==> config.mk <==
export PLATFORM = sky130hd
export DESIGN_NAME = cache_control_nway_flat
export DESIGN_NICKNAME = d
export VERILOG_FILES = /design/src/rtl/cache_control_nway_if.sv /design/src/rtl/cache_control_nway.sv /design/src/flat_wrapper.sv
export SDC_FILE = /design/constraint.sdc
export NUM_CORES = 1
export LEC_CHECK = 0
export ABC_AREA = 1
export CAP_MARGIN = 10
export CORE_AREA = 2 2 71 73
export CTS_BUF_LIST = sky130_fd_sc_hd__clkbuf_2 sky130_fd_sc_hd__clkbuf_4 sky130_fd_sc_hd__clkbuf_8
export DETAILED_ROUTE_END_ITERATION = 7
export DIE_AREA = 0 0 73 75
export PLACE_DENSITY = 0.66
export SLEW_MARGIN = 30
export SYNTH_ARGS = -nofsm -noshare
export SYNTH_HDL_FRONTEND = slang
export SYNTH_SLANG_ARGS = --single-unit
==> constraint.sdc <==
create_clock -name clk -period 3.4 [get_ports clk]
set_input_delay 0.68 -clock clk [delete_from_list [all_inputs] [get_ports clk]]
set_output_delay 0.68 -clock clk [all_outputs]
set_load 0.05 [all_outputs]
==> src/rtl/cache_control_nway_if.sv <==
// CPU/datapath-side handshake and array-control bundle for the N-way cache controller.
// master = CPU request + datapath status + pmem completion; slave = controller.
interface cache_control_nway_if #(
    parameter int WAYS = 4,
    parameter int SETS = 8
);
    localparam int IDXW = $clog2(SETS);
    localparam int WAYW = $clog2(WAYS);

    logic            mem_read;
    logic            mem_write;
    logic            mem_resp;
    logic [IDXW-1:0] set_idx;
    logic [WAYS-1:0] hit_vec;
    logic [WAYS-1:0] valid_vec;
    logic [WAYS-1:0] dirty_vec;
    logic [WAYS-1:0] load_data;
    logic [WAYS-1:0] load_tag;
    logic [WAYS-1:0] load_valid;
    logic [WAYS-1:0] load_dirty;
    logic            dirty_in;
    logic            datain_sel;
    logic            pmem_addr_sel;
    logic [WAYW-1:0] victim_way;
    logic            pmem_read;
    logic            pmem_write;
    logic            pmem_resp;

    modport master (
        output mem_read, mem_write, set_idx, hit_vec, valid_vec, dirty_vec, pmem_resp,
        input  mem_resp, load_data, load_tag, load_valid, load_dirty, dirty_in,
               datain_sel, pmem_addr_sel, victim_way, pmem_read, pmem_write
    );

    modport slave (
        input  mem_read, mem_write, set_idx, hit_vec, valid_vec, dirty_vec, pmem_resp,
        output mem_resp, load_data, load_tag, load_valid, load_dirty, dirty_in,
               datain_sel, pmem_addr_sel, victim_way, pmem_read, pmem_write
    );
endinterface

==> src/rtl/cache_control_nway.sv <==
// Controller FSM for a WAYS-way write-back, write-allocate cache with per-set tree PLRU.
// Latency: hit -> mem_resp one cycle after the request; a miss adds the WB and FILL pmem handshakes.
// Backpressure: CPU holds its request until mem_resp; WB and FILL hold until pmem_resp.
module cache_control_nway #(
    parameter int WAYS = 4,
    parameter int SETS = 8
) (
    input  logic                clk,
    input  logic                rst,
    cache_control_nway_if.slave bus
);
    localparam int WAYW = $clog2(WAYS);

    typedef enum logic [1:0] {IDLE, HIT, WB, FILL} state_t;

    state_t          state;
    logic [WAYS-1:0] plru [SETS];
    logic [WAYW-1:0] victim_q;
    logic [WAYW-1:0] hit_way;
    logic            hit_write;
    logic [WAYW-1:0] hit_sel;
    logic [WAYW-1:0] miss_sel;
    logic            fill_done;
    logic            wr_hit;
    logic [WAYS-1:0] hit_oh;
    logic [WAYS-1:0] vic_oh;

    // Tree stored heap-style in bits [WAYS-1:1]; bit 0 is never used. 0 = go to lower half.
    function automatic logic [WAYW-1:0] plru_victim(input logic [WAYS-1:0] t);
        logic [WAYW-1:0] node;
        logic [WAYW-1:0] way;
        node = WAYW'(1);
        way  = '0;
        for (int l = 0; l < WAYW; l++) begin
            way  = (way << 1) | WAYW'(t[node]);
            node = (node << 1) | WAYW'(t[node]);
        end
        return way;
    endfunction

    function automatic logic [WAYS-1:0] plru_touch(input logic [WAYS-1:0] t,
                                                   input logic [WAYW-1:0] way);
        logic [WAYS-1:0] r;
        logic [WAYW-1:0] node;
        logic [WAYW-1:0] w;
        logic            b;
        r    = t;
        node = WAYW'(1);
        w    = way;
        for (int l = 0; l < WAYW; l++) begin
            b       = w[WAYW-1];
            r[node] = ~b;
            node    = (node << 1) | WAYW'(b);
            w       = w << 1;
        end
        return r;
    endfunction

    always_comb begin
        hit_sel = '0;
        for (int i = WAYS - 1; i >= 0; i--)
            if (bus.hit_vec[i]) hit_sel = WAYW'(i);
        // An invalid way always beats the PLRU choice.
        miss_sel = plru_victim(plru[bus.set_idx]);
        for (int i = WAYS - 1; i >= 0; i--)
            if (!bus.valid_vec[i]) miss_sel = WAYW'(i);
    end

    always_ff @(posedge clk) begin
        if (rst) begin
            state     <= IDLE;
            victim_q  <= '0;
            hit_way   <= '0;
            hit_write <= 1'b0;
            for (int s = 0; s < SETS; s++) plru[s] <= '0;
        end else begin
            case (state)
                IDLE: begin
                    if (bus.mem_read || bus.mem_write) begin
                        if (|bus.hit_vec) begin
                            hit_way   <= hit_sel;
                            hit_write <= bus.mem_write;
                            state     <= HIT;
                        end else begin
                            victim_q <= miss_sel;
                            state    <= bus.dirty_vec[miss_sel] ? WB : FILL;
                        end
                    end
                end
                HIT: begin
                    plru[bus.set_idx] <= plru_touch(plru[bus.set_idx], hit_way);
                    state             <= IDLE;
                end
                WB:      if (bus.pmem_resp) state <= FILL;
                FILL:    if (bus.pmem_resp) state <= IDLE;
                default: state <= IDLE;
            endcase
        end
    end

    // Array enables are suppressed while rst is high so an aborted transaction writes nothing.
    always_comb begin
        fill_done = (state == FILL) && bus.pmem_resp && !rst;
        wr_hit    = (state == HIT) && hit_write && !rst;
        hit_oh    = WAYS'(1) << hit_way;
        vic_oh    = WAYS'(1) << victim_q;
    end

    assign bus.mem_resp      = (state == HIT) && !rst;
    assign bus.load_data     = wr_hit ? hit_oh : (fill_done ? vic_oh : '0);
    assign bus.load_dirty    = wr_hit ? hit_oh : (fill_done ? vic_oh : '0);
    assign bus.load_tag      = fill_done ? vic_oh : '0;
    assign bus.load_valid    = fill_done ? vic_oh : '0;
    assign bus.dirty_in      = wr_hit;
    assign bus.datain_sel    = fill_done;
    assign bus.pmem_addr_sel = (state == WB);
    assign bus.pmem_read     = (state == FILL);
    assign bus.pmem_write    = (state == WB);
    assign bus.victim_way    = victim_q;
endmodule

==> src/flat_wrapper.sv <==
// flat-port wrapper written by rule: the top's interface ports become plain ports
module cache_control_nway_flat 
#(
    parameter int WAYS = 4,
    parameter int SETS = 8
)
  (clk, rst, bus_mem_read, bus_mem_write, bus_set_idx, bus_hit_vec, bus_valid_vec, bus_dirty_vec, bus_pmem_resp, bus_mem_resp, bus_load_data, bus_load_tag, bus_load_valid, bus_load_dirty, bus_dirty_in, bus_datain_sel, bus_pmem_addr_sel, bus_victim_way, bus_pmem_read, bus_pmem_write);
  cache_control_nway_if #(.WAYS(WAYS), .SETS(SETS)) bus_i ();
  input  logic clk;
  input  logic rst;
  input wire logic [$bits(bus_i.mem_read)-1:0] bus_mem_read;
  input wire logic [$bits(bus_i.mem_write)-1:0] bus_mem_write;
  input wire logic [$bits(bus_i.set_idx)-1:0] bus_set_idx;
  input wire logic [$bits(bus_i.hit_vec)-1:0] bus_hit_vec;
  input wire logic [$bits(bus_i.valid_vec)-1:0] bus_valid_vec;
  input wire logic [$bits(bus_i.dirty_vec)-1:0] bus_dirty_vec;
  input wire logic [$bits(bus_i.pmem_resp)-1:0] bus_pmem_resp;
  output wire logic [$bits(bus_i.mem_resp)-1:0] bus_mem_resp;
  output wire logic [$bits(bus_i.load_data)-1:0] bus_load_data;
  output wire logic [$bits(bus_i.load_tag)-1:0] bus_load_tag;
  output wire logic [$bits(bus_i.load_valid)-1:0] bus_load_valid;
  output wire logic [$bits(bus_i.load_dirty)-1:0] bus_load_dirty;
  output wire logic [$bits(bus_i.dirty_in)-1:0] bus_dirty_in;
  output wire logic [$bits(bus_i.datain_sel)-1:0] bus_datain_sel;
  output wire logic [$bits(bus_i.pmem_addr_sel)-1:0] bus_pmem_addr_sel;
  output wire logic [$bits(bus_i.victim_way)-1:0] bus_victim_way;
  output wire logic [$bits(bus_i.pmem_read)-1:0] bus_pmem_read;
  output wire logic [$bits(bus_i.pmem_write)-1:0] bus_pmem_write;
  assign bus_i.mem_read = bus_mem_read;
  assign bus_i.mem_write = bus_mem_write;
  assign bus_i.set_idx = bus_set_idx;
  assign bus_i.hit_vec = bus_hit_vec;
  assign bus_i.valid_vec = bus_valid_vec;
  assign bus_i.dirty_vec = bus_dirty_vec;
  assign bus_i.pmem_resp = bus_pmem_resp;
  assign bus_mem_resp = bus_i.mem_resp;
  assign bus_load_data = bus_i.load_data;
  assign bus_load_tag = bus_i.load_tag;
  assign bus_load_valid = bus_i.load_valid;
  assign bus_load_dirty = bus_i.load_dirty;
  assign bus_dirty_in = bus_i.dirty_in;
  assign bus_datain_sel = bus_i.datain_sel;
  assign bus_pmem_addr_sel = bus_i.pmem_addr_sel;
  assign bus_victim_way = bus_i.victim_way;
  assign bus_pmem_read = bus_i.pmem_read;
  assign bus_pmem_write = bus_i.pmem_write;
  cache_control_nway #(.WAYS(WAYS), .SETS(SETS)) u_core (.clk(clk), .rst(rst), .bus(bus_i));
endmodule
# Yosys cells after proc, flatten, opt, wreduce, memory -nomap -nowiden
# Memory sizes are Yosys's and may differ from the RTL's.
# Cells that the tools add are included.
dict set report totals {
  ff_bits 7
  latch_bits 0
  ramBits 32
  rom_bits 0
  inputBits 20
  word_cells 66
  memories 1
}
# memory words word_bits read_ports rd_clocked_by_memory_dff write_ports line_no
set mem_list {}
lappend mem_list {u_core.plru 8 4 1 0 8 cache_control_nway.sv:17} ;# logic [WAYS-1:0] plru [SETS];
dict set report op_classes {
  n_addsub 0
  mul 0
  div_mod_pow 0
  order_cmp 4
  n_eq_ne 6
  shift 2
  n_mux 31
  bitwise 4
  reduce_logical 14
}
# op n
set op_table {}
lappend op_table {{2-to-1 mux 2 bit} 12}
lappend op_table {{2-to-1 mux 4 bit} 3}
lappend op_table {{2-to-1 mux 1 bit} 11}
lappend op_table {{< comparator 2 x 3 -> 1 bit, second input constant} 3}
lappend op_table {{AND reduction 3 bit} 3}
lappend op_table {{case mux 2 bit (4 select lines)} 1}
lappend op_table {{OR reduction 4 bit} 2}
lappend op_table {{left shift 1 x 2 -> 4 bit, first input constant} 2}
lappend op_table {{logical AND 1 bit} 6}
lappend op_table {{bitwise mux 4 bit} 1}
lappend op_table {{equality test 2 bit, second input constant} 2}
lappend op_table {{inequality test 2 bit, second input constant} 2}
lappend op_table {{2-to-1 mux 3 bit} 1}
lappend op_table {{inverter 1 bit} 3}
lappend op_table {{binary-select mux 1 bit (select 2 bit)} 1}
lappend op_table {{equality test 2 x 1 -> 1 bit, second input constant} 1}
lappend op_table {{greater-or-equal comparator 2 x 1 -> 1 bit, second input constant} 1}
lappend op_table {{logical NOT 2 bit} 1}
lappend op_table {{inequality test 2 x 1 -> 1 bit, second input constant} 1}
lappend op_table {{bitwise OR 2 x 1 -> 2 bit} 1}
lappend op_table {{demux 1 bit (select 1 bit)} 1}
lappend op_table {{logical NOT 1 bit} 1}
lappend op_table {{logical OR 1 bit} 1}

# Longest topological paths before layout
# An unclocked memory read counts as a cell.
dict set report logic_depth {
  word_depth 14
  depth_mapped 17
}

# Worst setup path before layout
# Ideal clock, no wire load.
dict set report synth_timing {
  kind {in2out}
  startpoint {input port bus_pmem_resp}
  endpoint {output port bus_load_dirty[2]}
  arrival_ns 3.693
  required_ns 2.720
  slack_ns -0.973
  stages 5
  n_path_buf 1
  path_cell_list {inv_1 -> nor3_1 -> nand2_1 -> o21ai_0 -> buf_4}
}
dict set report synth_between {
  elab_chain_cells 4
}
# element line_no
set synth_lines {}
lappend synth_lines {{from (decl)} flat_wrapper.sv:17} ;# input wire logic [$bits(bus_i.pmem_resp)-1:0] bus_pmem_resp;
lappend synth_lines {{logical AND 1 bit (2 in series)} cache_control_nway.sv:103} ;# fill_done = (state == FILL) && bus.pmem_resp && !rst;
lappend synth_lines {{named net bus_datain_sel} flat_wrapper.sv:24} ;# output wire logic [$bits(bus_i.datain_sel)-1:0] bus_datain_sel;
lappend synth_lines {{2-to-1 mux 4 bit (2 in series)} --}
lappend synth_lines {{to (decl)} flat_wrapper.sv:22} ;# output wire logic [$bits(bus_i.load_dirty)-1:0] bus_load_dirty;
# The timed path passes the listed nets, and every way through them passes these cells.

# Worst setup path in the final report
dict set report layout_timing {
  startpoint {input port rst}
  endpoint {output port bus_load_dirty[2]}
}
dict set report layout_between {
  elab_chain_cells 4
}
# element line_no
set layout_lines {}
lappend layout_lines {{from (decl)} flat_wrapper.sv:10} ;# input logic rst;
lappend layout_lines {{logical NOT 1 bit *} {cache_control_nway.sv:103, cache_control_nway.sv:104}}
lappend layout_lines {{logical AND 1 bit} cache_control_nway.sv:103}
lappend layout_lines {{2-to-1 mux 4 bit} cache_control_nway.sv:111} ;# assign bus.load_dirty = wr_hit ? hit_oh : (fill_done ? vic_oh : '0);
lappend layout_lines {{2-to-1 mux 4 bit *} cache_control_nway.sv:111}
# Every way passes the cells marked *; elsewhere a longest branch is shown, timed or not.

==> results_dict.tcl <==
set metrics [dict create \
    status "completed" \
    initial_core_util_pct 39.14 \
    syn_nets 272 \
    htree_levels 2 \
    post_synth.cell_area_avg_um2 7.239 \
    worst_path_max_delay_cell "clkdlybuf4s50_1" \
    multiInputGateArea_um2 708.2 \
    yosysSeqAreaShare_pct 47.19 \
    worst_clock_skew_ns 0.005542 \
    firstDrtPassIters 4 \
    fill_cells 436 \
    gr-total-overflow 0 \
    worst_pin_slew_ns 0.5034 \
    core_mm2 0.004661 \
    dpl_cell_area_mm2 0.002461 \
    power.switching_uw 258.1 \
    dp_cells 341 \
    powerDensity_mw_per_mm2 373.8 \
    finalHoldViolCount 0 \
    p_clk_share_pct 38.4 \
    critical_path_arrival_ns 2.37 \
    dieArea_mm2 0.005475 \
    drive_gt1_share_pct 17.63 \
    swShare_pct 26.83 \
    p_int_uw 703.9 \
    post-route-min-period_ns 3.051 \
    hold_class "flop to flop" \
    numCtsBuffers 5 \
    synth_top_area_share_pct 39.51 \
    slew-limit-headroom_pct 66.33 \
    antenna_found_initial 0 \
    grt_first_pass_wirelength_um 7279 \
    synth_mux_area_share_pct 0 \
    drt_wl_total_um 4381 \
    crit_type "primary input to primary output" \
    cts_setup_buffers 0 \
    rsz0062_at_grt "false" \
    grt_usage_pct 17.97 \
    tritoncts "yes" \
    cellLeakagePower_uw 0.001181 \
    vias_per_cell 4.691 \
    cts_hold_buf 0 \
    final_common_cell "nand2_1" \
    syn-cell-area_mm2 0.001824 \
    cts.repair.resized 0 \
    start_kind "primary input" \
    die_h_um 75 \
    finalPower_uw 962.0 \
    die_w_um 73 \
    cts_root_buf "clkbuf_8" \
    max_freq_ghz 0.3278 \
    crit_chain "clkdlybuf4s50_1 > nor3_4 > nand2_1 > inv_1 > nand2_1 > o21ai_1 > buf_12" \
    finalNonFillerCells 349 \
    n_antenna_cell 0 \
    final_max_slew_viol_count 0 \
    routed-via-count 1637 \
    seqPwrFrac_pct 45.0 \
    cpMostUsedCell "nand2_1" \
    synth-compound-area-share_pct 6.173 \
    syn_inst 252 \
    p_comb_share_pct 16.6 \
    nNetsFinal 314 \
    layout-area-overhead-vs-synth_pct 41.08 \
    dp_hpwl_um 3332 \
    grt_max_degree 14 \
    finalSetupTns_ns 0 \
    num_io_pins 44 \
    ff_latch_area_um2 860.8 \
    synth_xor_area_share_pct 0 \
    cts_buffer_depth 2 \
    clock-sinks 31 \
    drc 0 \
    endpoint_kind "primary output" \
    cpPeakStageDelay_ns 0.61 \
    place_congestion 0.8212 \
    path_clk_slew_ns 0.07 \
    drt_iter0_markers 114 \
    ys_ff_latch 31 \
    ir_drop_v 0.0002276 \
    avgRoutedWirePerCell_um 12.55 \
    rows 25 \
    required_ns 2.72 \
    yosysTopAreaCell "edfxtp_1" \
    synthAdderAreaFrac_pct 0 \
    post-route-period-util_pct 89.73 \
    synth_top_family_by_area "simple AND/OR/NAND/NOR gates" \
    synth_warnings 0 \
    final_cell_mix "68 x nand2_1, 45 x inv_1, 36 x nor2_1" \
    worstPathMaxFanout 7 \
    port_buffers 43 \
    grt_pass1_vias 1631 \
    stdcell_area_mm2 0.002574 \
    ys_top_cells_by_area "edfxtp_1 40%, nand2_1 14%, inv_1 9.3%, nor2_1 7.8%, dfxtp_1 7.7%" \
    synth-simple-area-share_pct 30.80 \
    drtAntennaViolNets 0 \
    clkLatencyLatePin_ns 0.29 \
    yosysUniqueCellTypes 21 \
    cap_viol_max_count 0 \
    final_core_util_pct 55.22 \
    finalSetupViolations 0 \
]
[layer usage]
layer | part of all wire, % | global-route usage [%] | up-vias
met3 | 3.6 | 4.418 | 2
met1 | 42 | 21.55 | 741
met5 | 0 | 0 | -
met4 | 0.91 | 7.407 | 0
met2 | 54 | 30.93 | 37
li1 | - | - | 857
[sequential cells by signal, indices dropped and copies added (netlist names)]
signal	flops
u_core.plru	24
u_core.hit_write	1
u_core.bus.victim_way	2
u_core.hit_way	2
u_core.state	2
[logic make-up (layout without fill, tap and decap cells)]
logic type,count (synthesis),in the layout
buffers and inverters,64,107
AOI/OAI and AO/OA,20,20
and+or+nand+nor,137,137
DFF,31,31
[area by class of cell]
cell class | instances | area share (%)
well taps | 54 | 2.625
inverters | 51 | 7.438
clock buffers | 5 | 2.674
multi-input cells | 157 | 27.52
clock inverters | 3 | 1.702
flip-flops and latches | 31 | 33.45
repair buffers | 48 | 24.60
[final timing paths]
path | startpoint | to | slack [ns] | cells past startpoint
worst min register to register | u_core.hit_write | u_core.hit_write | 0.47 | 2
worst min-delay path | u_core.hit_write | u_core.hit_write | 0.47 | 2
worst max register to register | u_core.plru[0][1] | u_core.state[0] | 1.76 | 15
worst max-delay path | rst | bus_load_dirty[2] | 0.35 | 7
[worst max-delay path: cells and delay by family]
kind,cells,cell delay (ns)
buffers and inverters,3,0.97
AND/OR/NAND/NOR,3,0.47
AO/OA/AOI/OAI,1,0.25
[power groups by stage]
stage / Combinational, µW / Sequential [µW] / Clock (µW)
after detailed placement: 158 / 442 / 0
after global placement: 157 / 441 / 0
final: 159 / 433 / 370
after floorplan: 91.6 / 441 / 0
after CTS: 160 / 433 / 372
after global routing: 178 / 435 / 391
[cells in the mapped netlist]
library cell,n
nor4_1,1
nand2_1,68
a21oi_2,1
nor2_1,38
o22ai_1,1
nor3_1,4
edfxtp_1,24
nor2_2,2
nand3_1,20
buf_6,2
nand2_2,3
inv_1,45
clkbuf_1,2
o21ai_0,8
a31o_2,2
inv_2,6
o21ai_1,1
buf_4,9
or2_2,1
a21oi_1,7
dfxtp_1,7
[metrics by stage]
stage | setup WS (ns) | hold slack, ns
6_report | 0.3491 | 0.4742
5_1_grt | 0.1705 | 0.5286
2_1_floorplan | 0.05513 | 0.4349
3_5_place_dp | 0.3326 | 0.4611
4_1_cts | 0.3192 | 0.4729
3_3_place_gp | 0.3886 | 0.4631
Power figures use the tool's default switching activity.
